## config.mk

```make
export PLATFORM = sky130hd
export DESIGN_NAME = bus_byte_master
export DESIGN_NICKNAME = d
export VERILOG_FILES = /design/src/rtl/bus_byte_master.sv
export SDC_FILE = /design/constraint.sdc
export NUM_CORES = 1
export LEC_CHECK = 0
export ABC_AREA = 1
export ABC_CLOCK_PERIOD_IN_PS = 1700
export BUFFER_PORTS_ARGS = -buffer_cell sky130_fd_sc_hd__clkbuf_2
export CORE_MARGIN = 2
export CORE_UTILIZATION = 52
export CTS_BUF_LIST = sky130_fd_sc_hd__clkbuf_2
export DETAILED_ROUTE_END_ITERATION = 12
export PLACE_DENSITY = 0.83
export RECOVER_POWER = 100
export REMOVE_ABC_BUFFERS = 1
export SYNTH_ARGS = -nofsm -noshare
export SYNTH_HDL_FRONTEND = slang
export SYNTH_SLANG_ARGS = --single-unit
```

## constraint.sdc

```tcl
create_clock -name bus_clk -period 1.7 [get_ports bus_clk]
set_clock_uncertainty 0.15 [all_clocks]
set_input_delay 0.17 -clock bus_clk [delete_from_list [all_inputs] [get_ports bus_clk]]
set_output_delay 0.17 -clock bus_clk [all_outputs]
set_load 0.02 [all_outputs]
```

## src/rtl/bus_byte_master.sv

```systemverilog
// bus_byte_master: turns a host byte stream of read/write commands into
// single-word register-bus transactions and streams back a status byte,
// followed by four data bytes for reads.
//
// Handshakes: a byte moves on in_valid && in_ready, or on out_valid && out_ready.
// Once out_valid is raised, out_valid and out_data hold until the byte is accepted.
module bus_byte_master #(
    parameter int ADDR_WIDTH = 32,
    parameter int TIMEOUT    = 255
) (
    input  logic                  bus_clk,
    input  logic                  bus_reset_l,
    input  logic [7:0]            in_data,
    input  logic                  in_valid,
    output logic                  in_ready,
    output logic [7:0]            out_data,
    output logic                  out_valid,
    input  logic                  out_ready,
    output logic [ADDR_WIDTH-1:0] bus_addr,
    output logic [31:0]           bus_wr_data,
    output logic                  bus_re,
    output logic                  bus_we,
    input  logic [31:0]           bus_rd_data,
    input  logic                  bus_rd_ack,
    input  logic                  bus_wr_ack,
    output logic                  busy,
    output logic [2:0]            dbg_state
);

    typedef enum logic [2:0] {
        S_CMD  = 3'd0,
        S_ADDR = 3'd1,
        S_DATA = 3'd2,
        S_BUS  = 3'd3,
        S_RESP = 3'd4
    } state_t;

    localparam logic [15:0] TMO_LAST = 16'(TIMEOUT - 1);

    state_t                  state_q, state_d;
    logic                    rdy_en_q;
    logic                    is_wr_q, is_wr_d;
    logic [1:0]              cnt_q, cnt_d;
    logic [ADDR_WIDTH-1:0]   addr_q, addr_d;
    logic [31:0]             wdata_q, wdata_d;
    logic                    re_q, re_d;
    logic                    we_q, we_d;
    logic [15:0]             timer_q, timer_d;
    logic [39:0]             resp_q, resp_d;
    logic [2:0]              left_q, left_d;
    logic                    ov_q, ov_d;

    logic in_acc;
    logic out_acc;
    logic ack_hit;

    // in_ready is held low through reset and comes up on the first edge after release
    assign in_ready    = rdy_en_q && (state_q == S_CMD || state_q == S_ADDR || state_q == S_DATA);
    assign in_acc      = in_valid && in_ready;
    assign out_acc     = ov_q && out_ready;
    // only the ack that matches the active strobe counts
    assign ack_hit     = (re_q && bus_rd_ack) || (we_q && bus_wr_ack);

    assign out_data    = resp_q[39:32];
    assign out_valid   = ov_q;
    assign bus_addr    = addr_q;
    assign bus_wr_data = wdata_q;
    assign bus_re      = re_q;
    assign bus_we      = we_q;
    assign busy        = (state_q != S_CMD);
    assign dbg_state   = state_q;

    // Next-state and datapath logic for the command parser / bus sequencer
    always_comb begin
        state_d = state_q;
        is_wr_d = is_wr_q;
        cnt_d   = cnt_q;
        addr_d  = addr_q;
        wdata_d = wdata_q;
        re_d    = re_q;
        we_d    = we_q;
        timer_d = timer_q;
        resp_d  = resp_q;
        left_d  = left_q;
        ov_d    = ov_q;

        case (state_q)
            S_CMD: begin
                if (in_acc) begin
                    cnt_d = 2'd0;
                    if (in_data == 8'h57) begin
                        is_wr_d = 1'b1;
                        state_d = S_ADDR;
                    end else if (in_data == 8'h52) begin
                        is_wr_d = 1'b0;
                        state_d = S_ADDR;
                    end else begin
                        // unknown opcode: swallow it and report a single 0x02
                        resp_d  = {8'h02, 32'h0};
                        left_d  = 3'd1;
                        ov_d    = 1'b1;
                        state_d = S_RESP;
                    end
                end
            end
            S_ADDR: begin
                if (in_acc) begin
                    // shift in MSB first; bytes beyond ADDR_WIDTH fall off the top
                    addr_d = ADDR_WIDTH'({addr_q, in_data});
                    cnt_d  = cnt_q + 2'd1;
                    if (cnt_q == 2'd3) begin
                        if (is_wr_q) begin
                            state_d = S_DATA;
                        end else begin
                            state_d = S_BUS;
                            re_d    = 1'b1;
                            timer_d = 16'd0;
                        end
                    end
                end
            end
            S_DATA: begin
                if (in_acc) begin
                    wdata_d = {wdata_q[23:0], in_data};
                    cnt_d   = cnt_q + 2'd1;
                    if (cnt_q == 2'd3) begin
                        state_d = S_BUS;
                        we_d    = 1'b1;
                        timer_d = 16'd0;
                    end
                end
            end
            S_BUS: begin
                if (ack_hit) begin
                    re_d    = 1'b0;
                    we_d    = 1'b0;
                    resp_d  = {8'h00, (re_q ? bus_rd_data : 32'h0)};
                    left_d  = re_q ? 3'd5 : 3'd1;
                    ov_d    = 1'b1;
                    state_d = S_RESP;
                end else if (timer_q == TMO_LAST) begin
                    // no slave answered: give up and report zeros
                    re_d    = 1'b0;
                    we_d    = 1'b0;
                    resp_d  = {8'h01, 32'h0};
                    left_d  = re_q ? 3'd5 : 3'd1;
                    ov_d    = 1'b1;
                    state_d = S_RESP;
                end else begin
                    timer_d = timer_q + 16'd1;
                end
            end
            S_RESP: begin
                if (out_acc) begin
                    resp_d = {resp_q[31:0], 8'h00};
                    left_d = left_q - 3'd1;
                    if (left_q == 3'd1) begin
                        ov_d    = 1'b0;
                        state_d = S_CMD;
                    end
                end
            end
            default: begin
                state_d = S_CMD;
            end
        endcase
    end

    // State and datapath registers; reset abandons any command in flight
    always_ff @(posedge bus_clk or negedge bus_reset_l) begin
        if (!bus_reset_l) begin
            state_q  <= S_CMD;
            rdy_en_q <= 1'b0;
            is_wr_q  <= 1'b0;
            cnt_q    <= 2'd0;
            addr_q   <= '0;
            wdata_q  <= 32'h0;
            re_q     <= 1'b0;
            we_q     <= 1'b0;
            timer_q  <= 16'd0;
            resp_q   <= 40'h0;
            left_q   <= 3'd0;
            ov_q     <= 1'b0;
        end else begin
            state_q  <= state_d;
            rdy_en_q <= 1'b1;
            is_wr_q  <= is_wr_d;
            cnt_q    <= cnt_d;
            addr_q   <= addr_d;
            wdata_q  <= wdata_d;
            re_q     <= re_d;
            we_q     <= we_d;
            timer_q  <= timer_d;
            resp_q   <= resp_d;
            left_q   <= left_d;
            ov_q     <= ov_d;
        end
    end

endmodule

```

# ---- Word-level counts from Yosys, hierarchy flattened
# Index checks and enable logic that the tools add are counted.
dict set report totals {
  output_inout_bits 80
  elab_cells 124
  in_bits 46
  ff_bits 133
}
dict set report classes {
  add_sub_neg 3
  n_mux 59
  reduce_logical 27
  eq_ne 23
}
# operator n
set op_table {}
lappend op_table {{two-way mux 40 bit} 6}
lappend op_table {{one-hot mux 40 bit (3 select lines)} 1}
lappend op_table {{two-way mux 16 bit} 7}
lappend op_table {{two-way mux 3 bit} 18}
lappend op_table {{one-hot mux 16 bit (3 select lines)} 1}
lappend op_table {{two-way mux 32 bit} 1}
lappend op_table {{!= test 2 bit, second input constant} 10}
lappend op_table {{two-way mux 1 bit} 17}
lappend op_table {{adder 16 x 1 -> 16 bit, second input constant} 1}
lappend op_table {{equality test 16 x 8 -> 1 bit, second input constant} 1}
lappend op_table {{equality test 8 x 7 -> 1 bit, second input constant} 2}
lappend op_table {{AND reduction 8 bit} 2}
lappend op_table {{one-hot mux 3 bit (5 select lines)} 1}
lappend op_table {{one-hot mux 3 bit (3 select lines)} 1}
lappend op_table {{nonzero test 3 bit} 3}
lappend op_table {{nonzero test 2 bit} 4}
lappend op_table {{AND reduction 7 bit} 1}
lappend op_table {{equality test 3 x 1 -> 1 bit, second input constant} 2}
lappend op_table {{equality test 3 x 2 -> 1 bit, second input constant} 2}
lappend op_table {{!= test 2 x 1 -> 1 bit, second input constant} 3}
lappend op_table {{AND reduction 3 bit} 2}
lappend op_table {{AND reduction 6 bit} 1}
lappend op_table {{logical AND 1 bit} 5}
lappend op_table {{AND reduction 5 bit} 1}
lappend op_table {{other kinds (14)} 19}

# ---- Depth between registers and ports, before layout
# Gate-level depths: netlist (run 1).
dict set report logic_depth {
  depth_word 7
  mapped_depth 11
  ltp_nobuf 11
}

# ---- Least setup slack after synthesis (run 1)
# Ideal clock, no wire load.
dict set report synth_timing {
  path_kind {reg-to-reg}
  from {reg state_q[2], in the netlist dbg_state[2]}
  to {reg addr_q[1], in the netlist bus_addr[1]}
  setup_ns 0.125
  path_stages_with_launch 7
  period_less_slack_ns 1.999
  n_path_buf 2
  slack_ns -0.299
  t_required_ns 1.425
  arrival_ns 1.724
  path_cell_list {dfrtp_1 buf_4 inv_1 nand4_2 nor2_2 buf_4 mux2_2}
}
dict set report synth_between {
  elab_chain_len 6
  word_cells_on_any_way 8
  classes_between {eq/ne (2); reduce/logical (6)}
}
# item line
set synth_rtl {}
lappend synth_rtl {{start: declaration} 40} ;# state_t state_q, state_d;
lappend synth_rtl {{start signal: assignment} 185} ;# state_q <= state_d;
lappend synth_rtl {{equality test 3 x 1 -> 1 bit / logical NOT 3 bit (equally long branches)} {58, 87}}
lappend synth_rtl {{logical OR 1 bit (2 in a row)} 58} ;# assign in_ready = rdy_en_q && (state_q == S_CMD || state_q == S_ADDR || state_q == S_DATA);
lappend synth_rtl {{logical AND 1 bit} 58}
lappend synth_rtl {{logical AND 1 bit} 59} ;# assign in_acc = in_valid && in_ready;
lappend synth_rtl {{AND reduction 2 bit (no line) *} --}
lappend synth_rtl {{end signal: assignment} 189} ;# addr_q <= addr_d;
lappend synth_rtl {{end: declaration} 44} ;# logic [ADDR_WIDTH-1:0] addr_q, addr_d;
# Mark *: on every way between the ends. The rest lies on a longest branch, timed or not.
# A chain may end at the register's enable or synchronous reset.

# ---- Worst setup path in the final report (run 1)
dict set report layout_timing {
  from {reg left_q[0]}
  to {reg left_q[2]}
}
dict set report layout_between {
  elab_chain_len 3
}
# item line
set layout_rtl {}
lappend layout_rtl {{start: declaration} 50} ;# logic [2:0] left_q, left_d;
lappend layout_rtl {{start signal: assignment} 195} ;# left_q <= left_d;
lappend layout_rtl {{subtractor 3 x 1 -> 3 bit} 156} ;# left_d = left_q - 3'd1;
lappend layout_rtl {{two-way mux 3 bit} 154} ;# if (out_acc) begin
lappend layout_rtl {{one-hot mux 3 bit (3 select lines)} 87} ;# case (state_q)
# No other way between the ends. The select of a mux whose other input is x is not followed.

==> results of run 1 <==
[final cells by class]
| class | count | area, µm² |
|---|---|---|
| diodes | 1 | 2.50 |
| clock buffers | 18 | 90.1 |
| clock inverters | 14 | 231 |
| fillers | 547 | 1840 |
| inverters | 51 | 201 |
| multi-input cells | 572 | 3090 |
| flip-flops and latches | 133 | 3330 |
| well taps | 147 | 184 |
| repair buffers | 319 | 2990 |
[kinds of logic (layout without fill, tap and decap cells)]
group                      Yosys count  after routing  share of synthesized area, %
muxes                               18             18                          3.20
buffers and inverters               91            402                          6.37
xor gates and xnor gates             4              4                         0.552
other                                1              2                        0.0591
DFF                                133            133                          52.5
AOI/OAI and AO/OA                   51             51                          4.26
adders and majority gates            5              5                         0.986
and+or+nand+nor                    492            493                          32.1
[through the flow]
step | power [µW] | instance area, µm² | setup slack [ps] | hold slack, ps | utilization (%)
after floorplan | 6220 | 6130 | -1150 | -276 | -
after global placement | 7970 | 7620 | -63.6 | -80.3 | 63.7
after detailed placement | 8090 | 7620 | -140 | -77.7 | 63.7
after CTS | 13000 | 9110 | -377 | 2.88 | 76.2
after global routing | 15600 | 10100 | -820 | 1.23 | 84.6
final | 15300 | 10100 | -720 | 35.0 | 84.6
[flip-flops by register name (all words and copies together) (netlist names)]
signal / cells
dbg_state: 3
bus_addr: 32
bus_wr_data: 32
left_q: 3
out_valid: 1
is_wr_q: 1
rdy_en_q: 1
bus_re: 1
cnt_q: 2
resp_q: 40
timer_q: 16
bus_we: 1
[synthesized netlist by cell type, types with 5 or more instances]
library cell | number | share of area [%]
buf_4 | 11 | 1.3
clkbuf_1 | 12 | 0.71
mux2_2 | 18 | 3.2
ha_1 | 5 | 0.99
nand2_1 | 336 | 20
dfrtp_1 | 133 | 52
nand3_1 | 61 | 4.8
o21ai_0 | 25 | 2.0
nand2_2 | 6 | 0.59
buf_2 | 17 | 1.3
nor2_1 | 69 | 4.1
inv_1 | 46 | 2.7
inv_2 | 5 | 0.30
a21oi_1 | 19 | 1.5
nand3b_1 | 6 | 0.71
[where the power goes]
group | switching (µW) | internal (µW)
clock | 1360 | 1260
sequential | 411 | 3600
combinational | 4750 | 3900
total | 6510 | 8760
[metal layers]
layer | track usage (%) | vias up | wire length (µm)
met5 | 0 | - | 0
met4 | 19.9 | 0 | 2840
met3 | 6.99 | 271 | 2750
met2 | 50.5 | 658 | 13100
met1 | 36.3 | 3538 | 9490
li1 | - | 3089 | -
[critical path: stages, from the launching register on]
cell and delay, ps:
dfrtp_1 500, inv_1 90, ha_1 250, nand2_1 100, inv_1 60, o31ai_1 810
nand3_2 270, nand2_1 150
[what timing repair did]
| item | CTS | global route |
|---|---|---|
| buffers inserted | 21 | 31 |
| pin swaps | 7 | 55 |
| cloned | 11 | 10 |
| setup endpoints to repair | 118 | 169 |
| hold endpoints to repair | 204 | 0 |
| hold buffers | 53 | 0 |
| gates resized for setup | 38 | 242 |
[final timing paths]
| path | from | endpoint | slack [ps] | depth (start not counted) |
|---|---|---|---|---|
| worst max register to register | left_q[0] | left_q[2] | -720 | 7 |
| max in group asynchronous | bus_reset_l | bus_addr[12] | 20 | 5 |
| min in group asynchronous | bus_reset_l | resp_q[28] | 630 | 4 |
| worst min-delay path | bus_rd_data[3] | resp_q[3] | 30 | 4 |
| worst max-delay path | left_q[0] | left_q[2] | -720 | 7 |
| worst min register to register | bus_wr_data[19] | bus_wr_data[19] | 380 | 2 |
==> run summary, run 1 <==
status: complete, but fails checks
failing checks: setup timing
post-synthesis cell area: 0.00634 mm²
Placeable Area: 0.0120 mm²
fin crit period: 2420 ps
overflow left after global routing: 0
Avg WL per Cell: 22.4 µm
Setup Crit Path Kind: reg2reg
share of cells above drive strength 1: 38.2%
Worst VDD drop: 1.22 mV
CTS Buffer Depth: 2
Yosys cell types: 30
die area: 0.0131 mm²
first-pass GRT wire length: 31200 µm
Clock Sinks: 133
1st-iter DRT viols: 1085
TritonCTS Buffers: 17
RSZ-0062 raised after global routing: yes
Root Driver: clkbuf_2
gp weighted congestion: 0.848
Mapped Avg Cell Area: 7.98 µm²
Ys Warns: 0
Max Transition Viols Final: 0
final worst slack: -720 ps
vias in the first global route: 6526
leak pwr: 0.00544 µW
Slew @ Worst Pin: 977 ps
number of synthesized register bits: 133
row count: 40
commonest non-fill, non-tap cell in the layout: nand2_1
initial antenna violation count: 1
Final HPWL DP: 10200 µm
TritonRoute pass-1 iters: 7
Pwr per Cell Area: 1510 mW/mm²
Post-DRT Antenna Nets: 0
Mapped Cells: 795
Total GRT Usage: 30.7%
CP required: 2260 ps
Finished Layout Cells: 1255
die outline height: 114 µm
Worst-Skew Late Latency: 780 ps
largest net degree at the start of global routing: 45
IO Pins: 126
Setup Total Neg Slack: -47100 ps
Slew headroom: 34.3%
crit share post-route: 142%
CTS tree: built
nets@finish: 1145
Critical Path Source Type: flop
Clk pin slew, worst setup/hold paths: 220 ps
starting density of the core: 53.0%
Critical Path End Type: flop
width of the die: 114 µm
Fmax: 413 MHz
most frequent cells in the layout: 286 x nand2_1, 133 x dfrtp_1, 108 x clkbuf_2
DP Cell Count: 1101
worst hold path type: in2reg
Critical Path AT: 2980 ps
Setup violations, final: 160
async set-reset flop share out of synthesis: 100%
DRT Wirelength: 28100 µm
Max Cap Violations: 0
Port Buffers: 125
DRC: 0
EDFF count, synth: 0
Area Growth Syn to Fin: 59.6%
via count: 7556
CP max FO: 4
Top FF cell, synth: dfrtp_1
register area share after synthesis: 52.5%
final hold viol count: 0
vias per inst: 6.02
# H-tree levels: 4
Power figures use the tool's default switching activity.
==> run 2, diff against run 1 <==
--- a/config.mk
+++ b/config.mk
@@ -6,13 +6,13 @@
 export NUM_CORES = 1
 export LEC_CHECK = 0
 export ABC_AREA = 1
-export ABC_CLOCK_PERIOD_IN_PS = 1700
+export ABC_CLOCK_PERIOD_IN_PS = 2700
 export BUFFER_PORTS_ARGS = -buffer_cell sky130_fd_sc_hd__clkbuf_2
 export CORE_MARGIN = 2
-export CORE_UTILIZATION = 52
+export CORE_UTILIZATION = 57
 export CTS_BUF_LIST = sky130_fd_sc_hd__clkbuf_2
 export DETAILED_ROUTE_END_ITERATION = 12
-export PLACE_DENSITY = 0.83
+export PLACE_DENSITY = 0.86
 export RECOVER_POWER = 100
 export REMOVE_ABC_BUFFERS = 1
 export SYNTH_ARGS = -nofsm -noshare
==> constraint.sdc (replaced) <==
create_clock -name bus_clk -period 2.7 [get_ports bus_clk]
set_clock_uncertainty 0.15 [all_clocks]
set_input_delay 0.27 -clock bus_clk [delete_from_list [all_inputs] [get_ports bus_clk]]
set_output_delay 0.27 -clock bus_clk [all_outputs]
set_load 0.02 [all_outputs]
==> run 2 against run 1 <==
Effect of this change: the run ends with capacitance limit, slew limit left; combinational power down 75%; fmax is 4.5% lower; flip-flop and latch count unchanged; non-clock buffer count decreased by 129; die area shrank 8.5%; largest power group is now registers.
==> run summary, run 2 (same netlist as run 1, synthesis figures left out) <==
Core Util, Final: 70.6% (was 84.6%)
Placed Area: 0.00706 mm² (was 0.00762 mm²)
1st-iter DRT viols: 432 (was 1085)
TritonCTS Buffers: 17 (unchanged)
Avg WL per Cell: 13.7 µm (was 22.4 µm)
Clock Sinks: 133 (unchanged)
Slew @ Worst Pin: 1840 ps (was 977 ps)
Placeable Area: 0.0108 mm² (was 0.0120 mm²)
Setup Total Neg Slack: 0 ps (was -47100 ps)
IO Pins: 126 (unchanged)
first-pass GRT wire length: 24800 µm (was 31200 µm)
reg-to-reg slack, setup: 170 ps (was -720 ps)
Max Cap Violations: 1 (was 0)
Port Buffers: 125 (unchanged)
failing checks: capacitance limit, slew limit (was setup timing)
Critical Path Source Type: flop (unchanged)
# H-tree levels: 4 (unchanged)
Worst-Skew Late Latency: 670 ps (was 780 ps)
die area: 0.0120 mm² (was 0.0131 mm²)
Slew headroom: -22.6% (was 34.3%)
Finished Layout Cells: 1117 (was 1255)
Clk pin slew, worst setup/hold paths: 190 ps (was 220 ps)
most frequent cells in the layout: 338 x nand2_1, 132 x dfrtp_1, 82 x clkbuf_1 (was 286 x nand2_1, 133 x dfrtp_1, 108 x clkbuf_2)
largest net degree at the start of global routing: 77 (was 45)
Total GRT Usage: 26.7% (was 30.7%)
Final HPWL DP: 9640 µm (was 10200 µm)
final hold viol count: 0 (unchanged)
DRT Wirelength: 15200 µm (was 28100 µm)
Pwr per Cell Area: 776 mW/mm² (was 1510 mW/mm²)
worst hold path type: in2reg (unchanged)
CP max FO: 30 (was 4)
CP required: 3170 ps (was 2260 ps)
RSZ-0062 raised after global routing: no (was yes)
width of the die: 109 µm (was 114 µm)
Area Growth Syn to Fin: 20.8% (was 59.6%)
commonest non-fill, non-tap cell in the layout: nand2_1 (unchanged)
CTS tree: built (unchanged)
Max Transition Viols Final: 77 (was 0)
Root Driver: clkbuf_2 (unchanged)
Top reg by flops: resp_q (unchanged)
Critical Path AT: 3000 ps (was 2980 ps)
filler instances: 884 (was 547)
WHS: 123 ps (was 35.0 ps)
initial antenna violation count: 1 (unchanged)
Setup Crit Path Kind: reg2reg (unchanged)
die outline height: 109 µm (was 114 µm)
overflow left after global routing: 0 (unchanged)
fin crit period: 2530 ps (was 2420 ps)
Critical Path End Type: flop (unchanged)
Fmax: 395 MHz (was 413 MHz)
max reg flops: 40 (unchanged)
vias in the first global route: 5387 (was 6526)
Final Instance Area: 0.00766 mm² (was 0.0101 mm²)
leak pwr: 0.00410 µW (was 0.00544 µW)
starting density of the core: 58.5% (was 53.0%)
gp weighted congestion: 0.906 (was 0.848)
Post-CTS Repair Setup Buffers: 0 (was 21)
row count: 38 (was 40)
share of cells above drive strength 1: 12.4% (was 38.2%)
nets@finish: 1015 (was 1145)
Post-DRT Antenna Nets: 0 (unchanged)
CTS Buffer Depth: 2 (unchanged)
DRC: 0 (unchanged)
Setup violations, final: 0 (was 160)
TritonRoute pass-1 iters: 6 (was 7)
crit share post-route: 93.8% (was 142%)
status: complete, but fails checks (unchanged)
vias per inst: 5.11 (was 6.02)
DP Cell Count: 1036 (was 1101)
via count: 5703 (was 7556)
Worst VDD drop: 0.565 mV (was 1.22 mV)
==> run 2: changes by cell type in the layout (fill, tap and decap cells not counted), moves of 36 or more <==
cell	before	now
buf_6	45	1
nand2_1	286	338
nand2_2	45	4
clkbuf_1	1	82
clkbuf_2	108	72
buf_4	89	6
==> run 2: per-stage QoR <==
step           total power, µW  worst slack [ps]
2_1_floorplan             3910              -151
3_5_place_dp              4780               439
5_1_grt                   6320              2.86
3_3_place_gp              4730               500
6_report                  5940               167
4_1_cts                   6040               156
==> run 2: final timing paths <==
kind                                  start              to  cells after the start
worst max-delay path             timer_q[0]      resp_q[12]                     10
worst min-delay path              out_ready      resp_q[23]                      7
worst max register to register   timer_q[0]      resp_q[12]                     10
worst min register to register    resp_q[1]       resp_q[1]                      2
max in group asynchronous       bus_reset_l  bus_wr_data[3]                      3
min in group asynchronous       bus_reset_l      resp_q[35]                      2
==> run 2: final cells by class <==
type / count / area, µm² / share of cell area, %
antenna: 1 / 2.50 / 0.0327
clock inverter: 11 / 135 / 1.76
tap: 140 / 175 / 2.29
multi-input combinational: 571 / 2610 / 34.1
inverter: 51 / 191 / 2.50
timing repair buffer: 190 / 1110 / 14.6
sequential: 133 / 3330 / 43.5
clock buffer: 20 / 100 / 1.31
==> run 2: timing repair <==
action                                  in CTS  in global routing
hold endpoints to repair                   148                  0
gates resized for setup                      0                  2
endpoints found under the setup margin       0                  4
hold buffers                                49                  0
==> run 2: critical path, stage by stage, from the launching register on <==
cell	delay (ps)
dfrtp_1	480
inv_1	80
ha_1	140
nand3_1	60
nor2_1	100
nand2_1	90
nand3_1	310
buf_6	310
nand3_1	110
dlygate4sd3_1	590
nand2_1	70
==> run 2: metal layers <==
metal | part of all wire [%] | track usage, % | wire length [µm]
met5 | 0 | 0 | 0
met4 | 2.0 | 9.04 | 305
met3 | 5.1 | 6.70 | 780
met2 | 50 | 44.0 | 7680
met1 | 43 | 34.6 | 6490
==> run 2: report_power, final <==
group	total [µW]	switching (µW)	internal, µW
clock network	1220	713	512
registers	2510	245	2270
logic	2200	1620	589
total	5940	2570	3370
